$ cat src/rtl/bus_rr_pkg.sv
// Shared types and width helpers for the round-robin bus crossbar.
// Hosts and devices are identified by idx_t; the error pseudo-target sits
// just past the last real device (index NrDevices).
package bus_rr_pkg;

    // Wide enough for up to 255 hosts or devices plus the error pseudo-target
    localparam int unsigned IdxWidth = 8;

    typedef logic [IdxWidth-1:0] idx_t;

    // One outstanding request: who asked, and which target owes the answer
    typedef struct packed {
        idx_t host;
        idx_t target;
    } out_entry_t;

    // Index width that stays legal for a single-element range
    function automatic int unsigned idx_width(input int unsigned n);
        return (n > 1) ? $clog2(n) : 1;
    endfunction

    // Counter width able to hold the value n itself
    function automatic int unsigned cnt_width(input int unsigned n);
        return $clog2(n + 1);
    endfunction

    // The error pseudo-target is numbered right after the last device
    function automatic int unsigned err_target(input int unsigned nr_devices);
        return nr_devices;
    endfunction

endpackage

$ cat src/rtl/rr_arbiter.sv
// Round-robin arbiter: picks the first requester after the last winner.
// The pointer only moves when the caller reports that the pick was used.
module rr_arbiter
    import bus_rr_pkg::*;
#(
    parameter int unsigned NrHosts = 2
) (
    input  logic                           clk_sys_i,
    input  logic                           rst_sys_ni,
    input  logic [NrHosts-1:0]             req,
    input  logic                           advance,
    output logic [NrHosts-1:0]             gnt,
    output logic [idx_width(NrHosts)-1:0]  idx,
    output logic                           valid
);

    localparam int unsigned HostW = idx_width(NrHosts);

    logic [HostW-1:0] ptr_q;
    logic [HostW-1:0] win;
    logic             found;
    int unsigned      cand;

    // Search from ptr+1 with wrap-around; first requester found wins
    always_comb begin
        found = 1'b0;
        win   = '0;
        cand  = 0;
        for (int unsigned i = 1; i <= NrHosts; i++) begin
            cand = (32'(ptr_q) + i) % NrHosts;
            if (!found && req[HostW'(cand)]) begin
                found = 1'b1;
                win   = HostW'(cand);
            end
        end
    end

    // One-hot view of the pick
    always_comb begin
        gnt = '0;
        if (found) begin
            gnt[win] = 1'b1;
        end
    end

    assign idx   = win;
    assign valid = found;

    // Reset pointer to the last host so host 0 has first priority
    always_ff @(posedge clk_sys_i or negedge rst_sys_ni) begin
        if (!rst_sys_ni) begin
            ptr_q <= HostW'(NrHosts - 1);
        end else if (advance && found) begin
            ptr_q <= win;
        end
    end

endmodule

$ cat src/rtl/bus_rr_xbar.sv
// Round-robin host-to-device bus crossbar with in-order response tracking.
// Unmapped addresses are routed to an internal error pseudo-target that
// answers one cycle later. Optional per-host grant/stall counters are built
// when BUS_RR_XBAR_PERF_EN is defined.
module bus_rr_xbar
    import bus_rr_pkg::*;
#(
    parameter int unsigned NrHosts        = 2,
    parameter int unsigned NrDevices      = 8,
    parameter int unsigned DataWidth      = 32,
    parameter int unsigned AddressWidth   = 32,
    parameter int unsigned MaxOutstanding = 2
) (
    input  logic                      clk_sys_i,
    input  logic                      rst_sys_ni,
    input  logic [NrHosts-1:0]        host_req_i,
    output logic [NrHosts-1:0]        host_gnt_o,
    input  logic [AddressWidth-1:0]   host_addr_i [NrHosts],
    input  logic [NrHosts-1:0]        host_we_i,
    input  logic [DataWidth/8-1:0]    host_be_i [NrHosts],
    input  logic [DataWidth-1:0]      host_wdata_i [NrHosts],
    output logic [NrHosts-1:0]        host_rvalid_o,
    output logic [DataWidth-1:0]      host_rdata_o [NrHosts],
    output logic [NrHosts-1:0]        host_err_o,
    output logic [NrDevices-1:0]      device_req_o,
    output logic [AddressWidth-1:0]   device_addr_o [NrDevices],
    output logic [NrDevices-1:0]      device_we_o,
    output logic [DataWidth/8-1:0]    device_be_o [NrDevices],
    output logic [DataWidth-1:0]      device_wdata_o [NrDevices],
    input  logic [NrDevices-1:0]      device_rvalid_i,
    input  logic [DataWidth-1:0]      device_rdata_i [NrDevices],
    input  logic [NrDevices-1:0]      device_err_i,
    input  logic [AddressWidth-1:0]   cfg_device_addr_base [NrDevices],
    input  logic [AddressWidth-1:0]   cfg_device_addr_mask [NrDevices]
`ifdef BUS_RR_XBAR_PERF_EN
    ,
    input  logic                      perf_clr_i,
    output logic [31:0]               perf_gnt_cnt_o [NrHosts],
    output logic [31:0]               perf_stall_cnt_o [NrHosts]
`endif
);

    localparam int unsigned HostW     = idx_width(NrHosts);
    localparam int unsigned PtrW      = idx_width(MaxOutstanding);
    localparam int unsigned CntW      = cnt_width(MaxOutstanding);
    localparam int unsigned ErrTarget = err_target(NrDevices);

    logic [NrHosts-1:0] arb_gnt;
    logic [HostW-1:0]   arb_idx;
    logic               arb_valid;

    idx_t               win_target;
    logic               win_hit;

    out_entry_t         fifo_q [MaxOutstanding];
    logic [PtrW-1:0]    wptr_q;
    logic [PtrW-1:0]    rptr_q;
    logic [CntW-1:0]    count_q;
    idx_t               last_target_q;

    out_entry_t         head;
    logic               head_is_err;
    logic               head_rvalid;
    logic [DataWidth-1:0] head_rdata;
    logic               head_err;
    logic               empty;
    logic               can_push;
    logic               push;
    logic               pop;

    function automatic logic [PtrW-1:0] ptr_inc(input logic [PtrW-1:0] p);
        return (p == PtrW'(MaxOutstanding - 1)) ? '0 : p + 1'b1;
    endfunction

    rr_arbiter #(
        .NrHosts (NrHosts)
    ) u_arb (
        .clk_sys_i  (clk_sys_i),
        .rst_sys_ni (rst_sys_ni),
        .req        (host_req_i),
        .advance    (push),
        .gnt        (arb_gnt),
        .idx        (arb_idx),
        .valid      (arb_valid)
    );

    // Decode the candidate's address: lowest matching device wins
    always_comb begin
        win_target = idx_t'(ErrTarget);
        win_hit    = 1'b0;
        for (int unsigned d = 0; d < NrDevices; d++) begin
            if (!win_hit &&
                ((host_addr_i[arb_idx] & cfg_device_addr_mask[d]) == cfg_device_addr_base[d]))
            begin
                win_hit    = 1'b1;
                win_target = idx_t'(d);
            end
        end
    end

    assign head        = fifo_q[rptr_q];
    assign empty       = (count_q == '0);
    assign head_is_err = (head.target == idx_t'(ErrTarget));

    // Select the response lines of the device owing the head entry
    always_comb begin
        head_rvalid = 1'b0;
        head_rdata  = '0;
        head_err    = 1'b0;
        for (int unsigned d = 0; d < NrDevices; d++) begin
            if (head.target == idx_t'(d)) begin
                head_rvalid = device_rvalid_i[d];
                head_rdata  = device_rdata_i[d];
                head_err    = device_err_i[d];
            end
        end
    end

    // A same-cycle pop frees a slot; a target switch waits for a fully drained FIFO
    assign pop      = !empty && (head_is_err || head_rvalid);
    assign can_push = (count_q != CntW'(MaxOutstanding)) || pop;
    assign push     = arb_valid && can_push && (empty || (win_target == last_target_q));

    // Host-side grant and in-order response routing
    always_comb begin
        host_gnt_o    = push ? arb_gnt : '0;
        host_rvalid_o = '0;
        host_err_o    = '0;
        for (int unsigned h = 0; h < NrHosts; h++) begin
            host_rdata_o[h] = '0;
            if (pop && (head.host == idx_t'(h))) begin
                host_rvalid_o[h] = 1'b1;
                host_rdata_o[h]  = head_is_err ? '0 : head_rdata;
                host_err_o[h]    = head_is_err ? 1'b1 : head_err;
            end
        end
    end

    // Device-side request and broadcast of the candidate's fields
    always_comb begin
        device_req_o = '0;
        device_we_o  = '0;
        for (int unsigned d = 0; d < NrDevices; d++) begin
            device_req_o[d]   = push && (win_target == idx_t'(d));
            device_addr_o[d]  = host_addr_i[arb_idx];
            device_we_o[d]    = host_we_i[arb_idx];
            device_be_o[d]    = host_be_i[arb_idx];
            device_wdata_o[d] = host_wdata_i[arb_idx];
        end
    end

    // Response-tracking FIFO with explicit occupancy count
    always_ff @(posedge clk_sys_i or negedge rst_sys_ni) begin
        if (!rst_sys_ni) begin
            wptr_q        <= '0;
            rptr_q        <= '0;
            count_q       <= '0;
            last_target_q <= '0;
            for (int unsigned i = 0; i < MaxOutstanding; i++) begin
                fifo_q[i] <= '0;
            end
        end else begin
            if (push) begin
                fifo_q[wptr_q] <= '{host: idx_t'(arb_idx), target: win_target};
                wptr_q         <= ptr_inc(wptr_q);
                last_target_q  <= win_target;
            end
            if (pop) begin
                rptr_q <= ptr_inc(rptr_q);
            end
            if (push && !pop) begin
                count_q <= count_q + 1'b1;
            end else if (pop && !push) begin
                count_q <= count_q - 1'b1;
            end
        end
    end

`ifdef BUS_RR_XBAR_PERF_EN
    logic [31:0] gnt_cnt_q   [NrHosts];
    logic [31:0] stall_cnt_q [NrHosts];

    // Saturating per-host grant and stall counters; clear beats increment
    always_ff @(posedge clk_sys_i or negedge rst_sys_ni) begin
        if (!rst_sys_ni) begin
            for (int unsigned h = 0; h < NrHosts; h++) begin
                gnt_cnt_q[h]   <= '0;
                stall_cnt_q[h] <= '0;
            end
        end else begin
            for (int unsigned h = 0; h < NrHosts; h++) begin
                if (perf_clr_i) begin
                    gnt_cnt_q[h]   <= '0;
                    stall_cnt_q[h] <= '0;
                end else begin
                    if (host_gnt_o[h] && (gnt_cnt_q[h] != '1)) begin
                        gnt_cnt_q[h] <= gnt_cnt_q[h] + 32'd1;
                    end
                    if (host_req_i[h] && !host_gnt_o[h] && (stall_cnt_q[h] != '1)) begin
                        stall_cnt_q[h] <= stall_cnt_q[h] + 32'd1;
                    end
                end
            end
        end
    end

    assign perf_gnt_cnt_o   = gnt_cnt_q;
    assign perf_stall_cnt_o = stall_cnt_q;
`endif

`ifndef SYNTHESIS
    // Stray responses before the first post-reset grant are late answers to
    // requests that the reset discarded, so they are not flagged
    logic                 post_rst_q;
    logic [NrDevices-1:0] expect_rv;

    // Track the window between reset and the first new grant
    always_ff @(posedge clk_sys_i or negedge rst_sys_ni) begin
        if (!rst_sys_ni) begin
            post_rst_q <= 1'b1;
        end else if (push) begin
            post_rst_q <= 1'b0;
        end
    end

    // Only the device owing the head entry may answer
    always_comb begin
        expect_rv = '0;
        for (int unsigned d = 0; d < NrDevices; d++) begin
            if (!empty && !head_is_err && (head.target == idx_t'(d))) begin
                expect_rv[d] = 1'b1;
            end
        end
    end

    // Flag responses from devices that are not at the FIFO head
    always @(posedge clk_sys_i) begin
        if (rst_sys_ni && !post_rst_q) begin
            assert ((device_rvalid_i & ~expect_rv) == '0)
            else $error("bus_rr_xbar: stray device_rvalid_i %b", device_rvalid_i);
        end
    end
`endif

endmodule
$ cat config.mk
export PLATFORM = sky130hd
export DESIGN_NAME = bus_rr_xbar
export DESIGN_NICKNAME = d
export VERILOG_FILES = /design/src/rtl/bus_rr_pkg.sv /design/src/rtl/rr_arbiter.sv /design/src/rtl/bus_rr_xbar.sv
export SDC_FILE = /design/constraint.sdc
export NUM_CORES = 1
export LEC_CHECK = 0
export CAP_MARGIN = 20
export CORE_AREA = 2 2 612 614
export DETAILED_ROUTE_END_ITERATION = 8
export DIE_AREA = 0 0 614 616
export PLACE_DENSITY = 0.3
export SLEW_MARGIN = 20
export SYNTH_ARGS = -nofsm -noshare
export SYNTH_HDL_FRONTEND = slang
export SYNTH_SLANG_ARGS = --single-unit
$ cat constraint.sdc
create_clock -name clk_sys_i -period 5.3 [get_ports clk_sys_i]
set_clock_uncertainty 0.2 [all_clocks]
set_input_delay 1.06 -clock clk_sys_i [delete_from_list [all_inputs] [get_ports clk_sys_i]]
set_output_delay 1.06 -clock clk_sys_i [all_outputs]
set_load 0.01 [all_outputs]
# Word level (Yosys, flattened, before mapping)
# Index checks and enable logic that the tools add are counted.
[word_totals] ff_bits=45 out_inout_bits=630
[op_classes] mux=80 n_addsub=6 n_eq_ne=26 reduce_logical=45 magnitude_cmp=8 bitwise_logic=11
[op_table] cell="two-way mux 32 bit" n=17
[op_table] cell="bitwise AND 32 bit" n=8
[op_table] cell="equality test 32 bit" n=8
[op_table] cell="equality test 8 x 3 -> 1 bit, second input constant" n=8
[op_table] cell="two-way mux 16 bit" n=4
[op_table] cell="two-way mux 1 bit" n=41
[op_table] cell="two-way mux 8 bit" n=5
[op_table] cell="bitwise mux 32 bit" n=1
[op_table] cell="equality test 8 x 2 -> 1 bit, second input constant" n=4
[op_table] cell="logical AND 1 bit" n=26
[op_table] cell="equality test 8 x 1 -> 1 bit, second input constant" n=3
[op_table] cell="logical NOT 8 bit" n=3
[op_table] cell="two-way mux 4 bit" n=6
[op_table] cell="demux 16 bit (select 1 bit)" n=1
[op_table] cell="logical NOT 1 bit" n=11
[op_table] cell="equality test 8 x 4 -> 1 bit, second input constant" n=1
[op_table] cell="equality test 8 bit" n=1
[op_table] cell="two-way mux 2 bit" n=4
[op_table] cell="greater-or-equal comparator 2 bit, second input constant" n=3
[op_table] cell="less-than comparator 1 x 2 -> 1 bit, second input constant" n=3
[op_table] cell="inverter 1 -> 2 bit" n=3
[op_table] cell="adder 1 bit, second input constant" n=4
[op_table] cell="logical OR 1 bit" n=3
[op_table] cell="adder 2 x 1 -> 2 bit, second input constant" n=1
[op_table] cell="7 further kinds" n=7

# Longest topological paths before layout
# Gate-level depths: netlist of the first run.
[logic_depth] ltp_word=42 mapped_depth=19

# Modules after synthesis
# From an unflattened synthesis of the first run, not the netlist that was laid out.
[unflattened] hier_cells=1882 area_unflattened_um2=13347.8
[modules_own_cells] module="bus_rr_xbar" seq_area_each_um2=450.4 area_per_inst_um2=13277.7 cells_per_inst=1874 n_inst=1
[modules_own_cells] module="rr_arbiter" seq_area_each_um2=26.3 area_per_inst_um2=70.1 cells_per_inst=8 n_inst=1

# Worst setup path before layout of the first run
# No wires, ideal clock.
[synth_path] path_type="input-to-output" startpoint="in host_req_i[1]" endpoint="out device_req_o[6]" required_time_ns=4.040 slack_ns=-0.305 n_path_buf=5 arrival_ns=4.345 cell_stages=17 cell_sequence="a21boi_4 -> buf_6 -> buf_8 -> buf_8 -> buf_6 -> mux2i_1 -> xnor2_1 -> o2111ai_1 -> nor4_1 -> nand4_1 -> and2_1 -> a211oi_1 -> a221oi_2 -> o41ai_4 -> buf_6 -> nand2_2 -> nor4_1"
[synth_via] elab_chain_cells=38 elab_cells_between_ends=65 classes_between="eq/ne: 10; mux: 26; bitwise: 9; reduce/logical: 20"
[synth_lines] element="from (decl)" line="bus_rr_xbar.sv:16" rtl="input logic [NrHosts-1:0] host_req_i,"
[synth_lines] element="two-way mux 1 bit (not written as such) (2 in series)" line="rr_arbiter.sv:31" rtl="if (!found && req[HostW'(cand)]) begin"
[synth_lines] element="two-way mux 1 bit" line="rr_arbiter.sv:31"
[synth_lines] element="logical NOT 1 bit" line="rr_arbiter.sv:31"
[synth_lines] element="logical AND 1 bit" line="rr_arbiter.sv:31"
[synth_lines] element="two-way mux 1 bit" line="rr_arbiter.sv:31"
[synth_lines] element="inverter 1 -> 2 bit (not written as such)" line="bus_rr_xbar.sv:93" rtl="((host_addr_i[arb_idx] & cfg_device_addr_mask[d]) == cfg_device_addr_base[d]))"
[synth_lines] element="two-way mux 32 bit (not written as such) (3 in series)" line="bus_rr_xbar.sv:93"
[synth_lines] element="bitwise AND 32 bit" line="bus_rr_xbar.sv:93"
[synth_lines] element="(+20 left out)"
[synth_lines] element="logical NOT 1 bit" line="bus_rr_xbar.sv:92" rtl="if (!win_hit &&"
[synth_lines] element="logical AND 1 bit" line="bus_rr_xbar.sv:92"
[synth_lines] element="two-way mux 8 bit" line="bus_rr_xbar.sv:92"
[synth_lines] element="equality test 8 bit" line="bus_rr_xbar.sv:122" rtl="assign push = arb_valid && can_push && (empty || (win_target == last_target_q));"
[synth_lines] element="logical OR 1 bit" line="bus_rr_xbar.sv:122"
[synth_lines] element="logical AND 1 bit *" line="bus_rr_xbar.sv:122"
[synth_lines] element="named net push" line="bus_rr_xbar.sv:68" rtl="logic push;"
[synth_lines] element="logical AND 1 bit *" line="bus_rr_xbar.sv:144" rtl="device_req_o[d] = push && (win_target == idx_t'(d));"
[synth_lines] element="to (decl)" line="bus_rr_xbar.sv:25" rtl="output logic [NrDevices-1:0] device_req_o,"
# Mark *: on every way through the listed nets, which the timed path passes. The rest lies on a longest branch. The select of a mux whose other input is x is not followed.

# Worst setup path after layout of the first run
[layout_path] startpoint="in host_req_i[0]" endpoint="out device_req_o[6]"
[layout_via] elab_chain_cells=38 elab_cells_between_ends=65 classes_between="eq/ne: 10; mux: 26; bitwise: 9; reduce/logical: 20"
[layout_lines] element="two-way mux 1 bit (not written as such) (2 in series)" line="rr_arbiter.sv:31"
[layout_lines] element="two-way mux 1 bit" line="rr_arbiter.sv:31"
[layout_lines] element="logical NOT 1 bit" line="rr_arbiter.sv:31"
[layout_lines] element="logical AND 1 bit" line="rr_arbiter.sv:31"
[layout_lines] element="two-way mux 1 bit" line="rr_arbiter.sv:31"
[layout_lines] element="inverter 1 -> 2 bit (not written as such)" line="bus_rr_xbar.sv:93"
[layout_lines] element="two-way mux 32 bit (not written as such) (3 in series)" line="bus_rr_xbar.sv:93"
[layout_lines] element="bitwise AND 32 bit" line="bus_rr_xbar.sv:93"
[layout_lines] element="(+19 left out)"
[layout_lines] element="two-way mux 1 bit" line="bus_rr_xbar.sv:92"
[layout_lines] element="logical NOT 1 bit" line="bus_rr_xbar.sv:92"
[layout_lines] element="logical AND 1 bit" line="bus_rr_xbar.sv:92"
[layout_lines] element="two-way mux 8 bit" line="bus_rr_xbar.sv:92"
[layout_lines] element="equality test 8 bit" line="bus_rr_xbar.sv:122"
[layout_lines] element="logical OR 1 bit" line="bus_rr_xbar.sv:122"
[layout_lines] element="logical AND 1 bit" line="bus_rr_xbar.sv:122"
[layout_lines] element="logical AND 1 bit *" line="bus_rr_xbar.sv:144"
# Mark *: on every way between the ends. The rest lies on a longest branch, timed or not. The select of a mux whose other input is x is not followed.

==> flow_metrics.tcl, run 1 <==
set metrics [dict create \
    holdPathStages 1 \
    fin_ws_ns -1.33 \
    wl_per_cell_microns 29.9 \
    grt-ovfl-total 0 \
    reg2reg_to "count_q[1]" \
    final_common_cell "clkdlybuf4s50_1" \
    synth-seq-area-share 0.0335 \
    core_sq_um 371000 \
    layout.nets 4380 \
    slew-limit-headroom 0.322 \
    powerDensity_nw_per_um2 143 \
    fmax_mhz 151 \
    drive_gt1_frac 0.240 \
    finalMaxSlewViolations 0 \
    syn_inst 1985 \
    critPathRequiredTime_ns 4.04 \
    num_rows 224 \
    cpMaxStageDelayCell "nor4_4" \
    grt_max_degree 66 \
    numPortBuffers 1555 \
    dieHeight_microns 616 \
    dpl_worst_slack_ns -3.50 \
    syn_nets 2912 \
    grt_pass1_vias 21283 \
    multi_input_area_sq_um 10900 \
    cts_made_buffers 3 \
    hold_class "reg -> reg" \
    avgSynthCellArea_sq_um 7.17 \
    initial_utilization 0.0383 \
    gp_congestion 0.835 \
    ios 1556 \
    p_total_mw 5.59 \
    wirelength_microns 255000 \
    worstSetupPathType "in -> out" \
    critPathLaunchType "primary input" \
    r2r-start "u_arb.ptr_q" \
    seqCellArea_sq_um 478 \
    ctsHoldBuffers 0 \
    dr.pass1.iters 5 \
    synthFlopType "dfrtp_1" \
    drt_iter0_drc 1065 \
    synth.distinct_cells 68 \
    cts_max_level 1 \
    placed_cells 8380 \
    rsz0062_at_grt "true" \
    postLayoutCoreUtil 0.105 \
    antenna_found_initial 246 \
    grt_pass1_wl_microns 298000 \
    clock-sinks 19 \
    ant_nets 0 \
    cts_buffer_depth 2 \
    crit_path_end_kind "output pin" \
    setup-violations-final 26 \
    synth_area_leaders "buf_4, mux2i_1, nand2_1" \
    timing.final.crit_share 1.25 \
    crit_fanout 11 \
    min_period_ns 6.63 \
    cts_tree "yes" \
    die_w_microns 614 \
    ys_warn_count 0 \
    grt.total_usage 0.128 \
    synthArstFlopShare 1.00 \
    insertion_delay_ns 0.26 \
    final_cell_mix "clkdlybuf4s50_1, nand2_1, buf_4" \
    syn2layout_area_growth_pct 174 \
    min_to "fifo_q[24]" \
    tns_ns -16.09 \
    r2r_cells 24 \
    yosys.area.top_type "buf_4" \
    path_common_cell "buf_12" \
    synth_edf_count 0 \
    hold_violations 0 \
    vias 21517 \
    clkTransAtPathRegs_ns 0.06 \
    path_cells "buf_12 -> a21boi_4 -> buf_12 -> buf_16 -> buf_16 -> buf_12 -> mux2_4 -> buf_4 -> a21oi_1 -> o2111ai_2 -> nor4_4 -> buf_4 -> and2_4 -> nor2_2 -> a211oi_4 -> a221oi_4 -> o41ai_4 -> clkbuf_16 -> buf_8 -> nand2_8 -> nor4_4 -> buf_12" \
    drcViolationCount 0 \
    fill_cells 42912 \
    design.die.area_sq_um 378000 \
    ys_seq_elements 19 \
    ff2ff_setup_slack_ns 0.08 \
    synthDominantCellAreaShare 0.257 \
    status "complete, but fails checks" \
    hold_path.startpoint "fifo_q[24]" \
    violations "negative setup slack" \
    hpwl_microns 237000 \
    final_cells 8520 \
    maxCapViolCount 0 \
    max_stage_delay_ns 0.43 \
    p_leak_nw 13.5 \
    syn_area_sq_um 14200 \
    worst_pin_slew_ns 1.02 \
    cts-root-buf "clkbuf_16" \
    vias_per_cell 2.53 \
    peakVddDrop_v 0.000141 \
    critPathArrivalTime_ns 5.37 \
]
metrics by stage:
stage,cell area [sq um],hold WS [ns]
finish,39000,0.308
CTS,38100,0.313
global placement,36900,0.277
global route,38800,0.338
detailed placement,36900,0.300
floorplan,14300,0.264
worst max-delay path by stage:
stage	startpoint	endpoint	slack, ns	depth (start not counted)
2_1_floorplan	host_req_i[1]	device_req_o[6]	-0.16	17
3_3_place_gp	host_req_i[0]	host_gnt_o[0]	-3.85	21
3_5_place_dp	host_req_i[0]	host_gnt_o[0]	-3.50	20
4_1_cts	host_req_i[0]	device_req_o[7]	-1.42	21
5_1_grt	host_req_i[0]	device_req_o[4]	-1.52	24
6_report	host_req_i[0]	device_req_o[6]	-1.33	22
layer usage:
| metal | global-route usage | vias up | share of wire | wire [microns] |
|---|---|---|---|---|
| li1 | - | 9488 | - | - |
| met5 | 0 | - | 0.0027 | 697 |
| met1 | 0.147 | 10287 | 0.39 | 100000 |
| met2 | 0.227 | 1279 | 0.49 | 125000 |
| met4 | 0.0177 | 106 | 0.017 | 4340 |
| met3 | 0.0498 | 357 | 0.096 | 24300 |
report_power, final:
part / total [mW] / leakage [nW] / switching, mW / internal (mW)
Sequential: 0.228 / 0.233 / 0.0515 / 0.177
Combinational: 5.20 / 13.2 / 2.42 / 2.79
Clock: 0.162 / 0.0388 / 0.0597 / 0.103
repair_timing:
item / 4_1_cts / 5_1_grt
pin swaps: 39 / 24
cloned: 3 / 0
resized for setup: 183 / 103
hold endpoints to repair: 0 / 0
buffers inserted: 20 / 21
setup endpoints to repair: 464 / 40
synthesized netlist by cell type (4+ instances only):
cell,instances
a21bo_2,9
a21o_1,4
a21oi_1,150
a221oi_1,32
and2_1,6
and3_1,81
buf_1,15
buf_2,8
buf_4,488
buf_6,13
clkbuf_1,45
dfrtp_1,18
inv_1,7
mux2_1,6
mux2_2,77
mux2i_1,156
mux4_2,33
nand2_1,390
nand3_1,7
nand3b_1,11
nor2_1,110
nor3_1,7
nor4_1,16
o2111ai_1,50
o211ai_1,8
o21ai_0,5
o22ai_1,7
o32ai_1,4
xnor2_1,162
xor2_1,5
sequential cells by signal (all words and copies together) (netlist names):
signal,count
fifo_q,10
last_target_q,4
wptr_q,1
rptr_q,1
u_arb.ptr_q,1
count_q,2
area by class of cell:
type | count | share of cell area
Sequential cell | 19 | 0.0123
Multi-Input combinational cell | 1387 | 0.280
Clock buffer | 4 | 0.00202
Timing Repair Buffer | 2035 | 0.539
Tap cell | 4972 | 0.159
Inverter | 7 | 0.000674
Antenna cell | 96 | 0.00616
critical path, delay by kind of cell:
| family | cells | cell delay [ns] |
|---|---|---|
| AO/OA/AOI/OAI | 6 | 1.28 |
| buffers and inverters | 10 | 1.54 |
| AND/OR/NAND/NOR | 5 | 1.02 |
| multiplexers | 1 | 0.35 |
logic make-up after synthesis:
| kind of cell | after synthesis | share of synthesized area |
|---|---|---|
| buffers and inverters | 579 | 0.291 |
| and+or+nand+nor | 646 | 0.198 |
| AOI/OAI and AO/OA | 299 | 0.144 |
| muxes | 274 | 0.230 |
| DFF | 19 | 0.0335 |
| adders and majority gates | 1 | 0.000879 |
| xor gates and xnor gates | 167 | 0.103 |
No activity file was read; power rests on OpenSTA's default activity.
==> inputs of run 2 (changes only) <==
- ABC_AREA: not set -> 1
- CORE_AREA: 2 2 612 614 -> 2 2 604 606
- DIE_AREA: 0 0 614 616 -> 0 0 606 608
- clock period: 5.3 -> 5.85 ns (I/O delays scaled with it)
==> flow_metrics.tcl, run 2 <==
set metrics [dict create \
    synth.most_common_cell "nand2_1" \
    ys_seq_elements 19 \
    timing.final.crit_share 1.01 \
    dpl_cell_area_sq_um 36000 \
    placed_cells 8932 \
    final_cells 9022 \
    num_rows 221 \
    final_area_sq_um 38600 \
    cts-root-buf "clkbuf_16" \
    critPathArrivalTime_ns 4.56 \
    largest_register_ff_count 10 \
    synth.distinct_cells 35 \
    yosys.area.top_type "buf_4" \
    p_sw_mw 3.80 \
    cts_buffer_depth 2 \
    wirelength_microns 222000 \
    layout.nets 5111 \
    yosys.area_share.simple 0.465 \
    vias 23566 \
    peakVddDrop_v 0.000196 \
    swShare 0.525 \
    regMostFlops "fifo_q" \
    clock-sinks 19 \
    cts_max_level 1 \
    top_regs "fifo_q (10), last_target_q (4), count_q (2)" \
    crit_family "simple AND/OR/NAND/NOR gates" \
    max_stage_delay_ns 0.19 \
    syn2layout_area_growth_pct 162 \
    crit_fanout 13 \
    ys_warn_count 0 \
    maxCapViolCount 0 \
    hpwl_microns 209000 \
    path_common_cell "nand2_4" \
    dieHeight_microns 608 \
    dr.pass1.iters 5 \
    status "complete, but fails checks" \
    grt-ovfl-total 0 \
    grt_pass1_wl_microns 273000 \
    numPortBuffers 1555 \
    syn_area_sq_um 14700 \
    cts_made_buffers 3 \
    avgSynthCellArea_sq_um 5.35 \
    critPathBufInv 11 \
    synth_top_cells_by_count "nand2_1, buf_4, inv_1" \
    drive_gt1_frac 0.208 \
    vias_per_cell 2.61 \
    clkTransAtPathRegs_ns 0.09 \
    grt_pass1_vias 24214 \
    powerDensity_nw_per_um2 188 \
    dpl_worst_slack_ns -1.96 \
    drt_iter0_drc 1201 \
    ctsHoldBuffers 0 \
    gp_congestion 0.871 \
    ios 1556 \
    critPathRequiredTime_ns 4.48 \
    initial_utilization 0.0406 \
    synthDominantCellAreaShare 0.252 \
    synth_compound_area_frac 0.0610 \
    final_cell_mix "clkdlybuf4s50_1, nand2_1, buf_4" \
    antenna_found_initial 143 \
    hold_violations 0 \
    cts_tree "yes" \
    synth_top_family_by_area "simple AND/OR/NAND/NOR gates" \
    rsz0062_at_grt "true" \
    synth_edf_count 0 \
    finalMaxSlewViolations 0 \
    p_total_mw 7.24 \
    cpMaxStageDelayCell "nor2_2" \
    internal-power_mw 3.44 \
    seq_power_share 0.029 \
    grt.total_usage 0.115 \
    synthMuxAreaShare 0 \
    fmax_mhz 169 \
    pwr-share-comb 0.946 \
    synth_area_leaders "buf_4, nand2_1, nand3_1" \
    crit_path_end_kind "output pin" \
    fill_cells 42226 \
    synth-seq-area-share 0.0324 \
    wl_per_cell_microns 24.6 \
    hold_class "reg -> reg" \
    worst_pin_slew_ns 1.01 \
    final_common_cell "clkdlybuf4s50_1" \
    synth_fa_ha_area_frac 0.000851 \
    power.share.clock 0.025 \
    grt_max_degree 62 \
    setup-violations-final 9 \
    design.die.area_sq_um 368000 \
    critPathLaunchType "primary input" \
    syn_inst 2748 \
    synth_xor_xnor_area_share 0.0763 \
    insertion_delay_ns 0.30 \
    worstSetupPathType "in -> out" \
    drcViolationCount 0 \
    violations "negative setup slack" \
    syn_nets 3675 \
    ant_nets 0 \
    p_leak_nw 15.4 \
    synthFlopType "dfrtp_1" \
    fin_ws_ns -0.0786 \
    core_sq_um 362000 \
    synthArstFlopShare 1.00 \
    min_period_ns 5.93 \
    slew-limit-headroom 0.323 \
    die_w_microns 606 \
]
==> run 2: cell types whose count changed after synthesis, sizes merged, moves of 44 or more <==
cell / previous run / this run
xnor2: 162 / 43
xor2: 5 / 85
o21ai: 6 / 64
and3: 81 / 0
a21oi: 150 / 12
nand3: 7 / 306
inv: 7 / 371
nor2: 110 / 301
nand4: 3 / 137
o2111ai: 50 / 6
mux2: 85 / 0
mux2i: 156 / 0
nand2: 392 / 778
==> run 2: worst paths after layout <==
check	slack, ns	startpoint	to	cells after the start
max in group asynchronous	4.07	rst_sys_ni	u_arb.ptr_q	2
worst max register to register	0.64	u_arb.ptr_q	count_q[1]	35
min in group asynchronous	1.06	rst_sys_ni	wptr_q	2
worst max-delay path	-0.08	host_req_i[0]	device_req_o[7]	33
worst min-delay path	0.28	count_q[0]	count_q[0]	1
worst min register to register	0.28	count_q[0]	count_q[0]	1
==> run 2: area by class of cell <==
class                      instances  area [sq um]  area share
inverter                         372          1460      0.0379
timing repair buffer            1983         20000       0.518
multi-input combinational       1805         10500       0.271
sequential                        19           477      0.0124
tap                             4794          6000       0.156
antenna                           45           113     0.00292
clock buffer                       3          75.1     0.00195
clock inverter                     1          5.00    0.000130
==> run 2: cell families after synthesis <==
group | Yosys count
simple gates | 1539
compound gates | 137
flops | 19
fa+ha+maj | 1
xor+xnor | 128
buf+inv | 924
==> run 2: layer usage <==
layer / GRT usage / vias up / part of all wire
met1: 0.128 / 11181 / 0.38
met3: 0.0239 / 213 / 0.057
li1: - / 11120 / -
met5: 0 / - / 0.0016
met2: 0.226 / 998 / 0.54
met4: 0.0163 / 54 / 0.017
==> run 2: repair_timing <==
action                                  4_1_cts  5_1_grt
setup buffers                                34       14
pin swaps                                    83      121
cloned                                        1        0
endpoints found under the setup margin      107       57
gates resized for setup                     351      190
==> run 2: power by group through the flow <==
stage / Combinational [mW] / Clock (mW) / Sequential [mW]
after floorplan: 2.74 / 0 / 0.191
after global placement: 6.69 / 0 / 0.214
after detailed placement: 6.69 / 0 / 0.214
after CTS: 7.00 / 0.198 / 0.215
after global routing: 7.34 / 0.195 / 0.220
final: 6.85 / 0.179 / 0.213
==> run 2: stage by stage <==
step,TNS (ns),util,hold WS (ns)
2_1_floorplan,0,-,0.242
3_3_place_gp,-43.38,0.0996,0.259
3_5_place_dp,-38.78,0.0996,0.262
4_1_cts,-2.00,0.104,0.281
5_1_grt,-2.68,0.106,0.295
6_report,-0.458,0.107,0.281
==> inputs of run 3 (changes only) <==
- REMOVE_ABC_BUFFERS: not set -> 1
==> flow_metrics.tcl, run 3 (same netlist as run 2, synthesis figures left out) <==
set metrics [dict create \
    rsz0062_at_grt "true" \
    ios 1556 \
    grt-ovfl-total 0 \
    maxCapViolCount 0 \
    initial_utilization 0.0406 \
    hpwl_microns 210000 \
    timing.final.crit_share 1.04 \
    grt_max_degree 62 \
    ant_nets 0 \
    grt.total_usage 0.116 \
    vias 23589 \
    min_period_ns 6.06 \
    layout.nets 5126 \
    crit_fanout 8 \
    clock-sinks 19 \
    setup-violations-final 10 \
    critPathBufInv 10 \
    insertion_delay_ns 0.27 \
    wl_met3_microns 13000 \
    final_cell_mix "clkdlybuf4s50_1, nand2_1, buf_4" \
    dpl_cell_area_sq_um 36700 \
    max_stage_delay_ns 0.20 \
    top_layer "met5" \
    drive_gt1_frac 0.201 \
    final_common_cell "clkdlybuf4s50_1" \
    fmax_mhz 165 \
    cts_tree "yes" \
    status "complete, but fails checks" \
    p_total_mw 7.42 \
    slew-limit-headroom 0.398 \
    cts_max_level 1 \
    crit_family "simple AND/OR/NAND/NOR gates" \
    core_sq_um 362000 \
    antenna_found_initial 149 \
    grt_pass1_wl_microns 273000 \
    worstSetupPathType "in -> out" \
    critPathArrivalTime_ns 4.69 \
    fin_ws_ns -0.214 \
    hold_class "reg -> reg" \
    worst_pin_slew_ns 0.893 \
    finalMaxSlewViolations 0 \
    wirelength_microns 225000 \
    die_w_microns 606 \
    critPathRequiredTime_ns 4.48 \
    cpMaxStageDelayCell "buf_16" \
    hold_violations 0 \
    crit_path_end_kind "output pin" \
    tns_ns -1.06 \
    vias_per_cell 2.62 \
    syn2layout_area_growth_pct 163 \
    largest_register_ff_count 10 \
    drcViolationCount 0 \
    regMostFlops "fifo_q" \
    design.die.area_sq_um 368000 \
    wirelength_met1_microns 76200 \
    grt_pass1_vias 23468 \
    dieHeight_microns 608 \
    dr.pass1.iters 6 \
    critPathLaunchType "primary input" \
    cts_made_buffers 3 \
    wl_met2_microns 132000 \
    top_regs "fifo_q (10), last_target_q (4), count_q (2)" \
    p_leak_nw 15.5 \
    violations "negative setup slack" \
    clkTransAtPathRegs_ns 0.06 \
    num_rows 221 \
    cts_buffer_depth 2 \
    gp_congestion 0.821 \
    final_area_sq_um 38600 \
    drt_iter0_drc 1079 \
    powerDensity_nw_per_um2 192 \
    wl_per_cell_microns 25.0 \
    cts-root-buf "clkbuf_16" \
    peakVddDrop_v 0.000171 \
    numPortBuffers 1555 \
]
[run 3: changes by cell type in the layout (fill, tap and decap cells not counted), moves of 12 or more]
cell and change:
nand2_2 -12, diode_2 -25, inv_1 +22, inv_2 -12
buf_12 +32, nand2_1 +24
[run 3: final timing paths]
| path | from | to | slack, ns | depth (start not counted) |
|---|---|---|---|---|
| min reg2reg | fifo_q[24] | fifo_q[24] | 0.28 | 2 |
| max in group asynchronous | rst_sys_ni | fifo_q[0] | 4.38 | 1 |
| min in group asynchronous | rst_sys_ni | fifo_q[8] | 0.70 | 1 |
| min | fifo_q[24] | fifo_q[24] | 0.28 | 2 |
| max | host_req_i[0] | device_req_o[6] | -0.21 | 29 |
| max reg2reg | u_arb.ptr_q | count_q[1] | 1.04 | 32 |
[run 3: area by class of cell]
class	count	area [sq um]
clock buffer	3	75.1
timing repair buffer	1998	20500
sequential	19	477
antenna	20	50.0
clock inverter	1	5.00
inverter	372	1420
fill	42064	323000
multi-input combinational	1805	10100
tap	4794	6000
[run 3: worst min-delay path, cell delays in order, from the launching register on]
cell,delay [ns]
dfrtp_1,0.35
nand2_1,0.05
nand2_1,0.05
[run 3: repair_timing]
action | in CTS | in global routing
hold endpoints to repair | 0 | 0
gates cloned | 1 | 2
hold buffers | 0 | 0
setup buffers | 20 | 16
pin swaps | 43 | 106
endpoints found under the setup margin | 28 | 10
resized for setup | 203 | 196
[run 3: where the power goes]
part | leakage (nW) | internal, mW | total [mW] | switching, mW
clock | 0.0410 | 0.0922 | 0.155 | 0.0624
sequential | 0.242 | 0.172 | 0.202 | 0.0299
combinational | 15.3 | 3.36 | 7.07 | 3.71
total | 15.5 | 3.62 | 7.42 | 3.80
[run 3: through the flow]
step                      setup slack (ns)  utilization  instances  hold slack (ns)
after floorplan                     -0.577            -       2196            0.242
after global placement               -1.78        0.101       8955            0.259
after detailed placement             -1.66        0.101       8957            0.267
after CTS                           -0.487        0.104       8980            0.282
after global routing                -0.443        0.107       9001            0.305
final                               -0.214        0.107       9012            0.277
[run 3: metal layers]
metal / up-vias / global-route usage
li1: 11114 / -
met1: 11111 / 0.113
met2: 1015 / 0.250
met3: 271 / 0.0222
met4: 78 / 0.0128
met5: - / 0
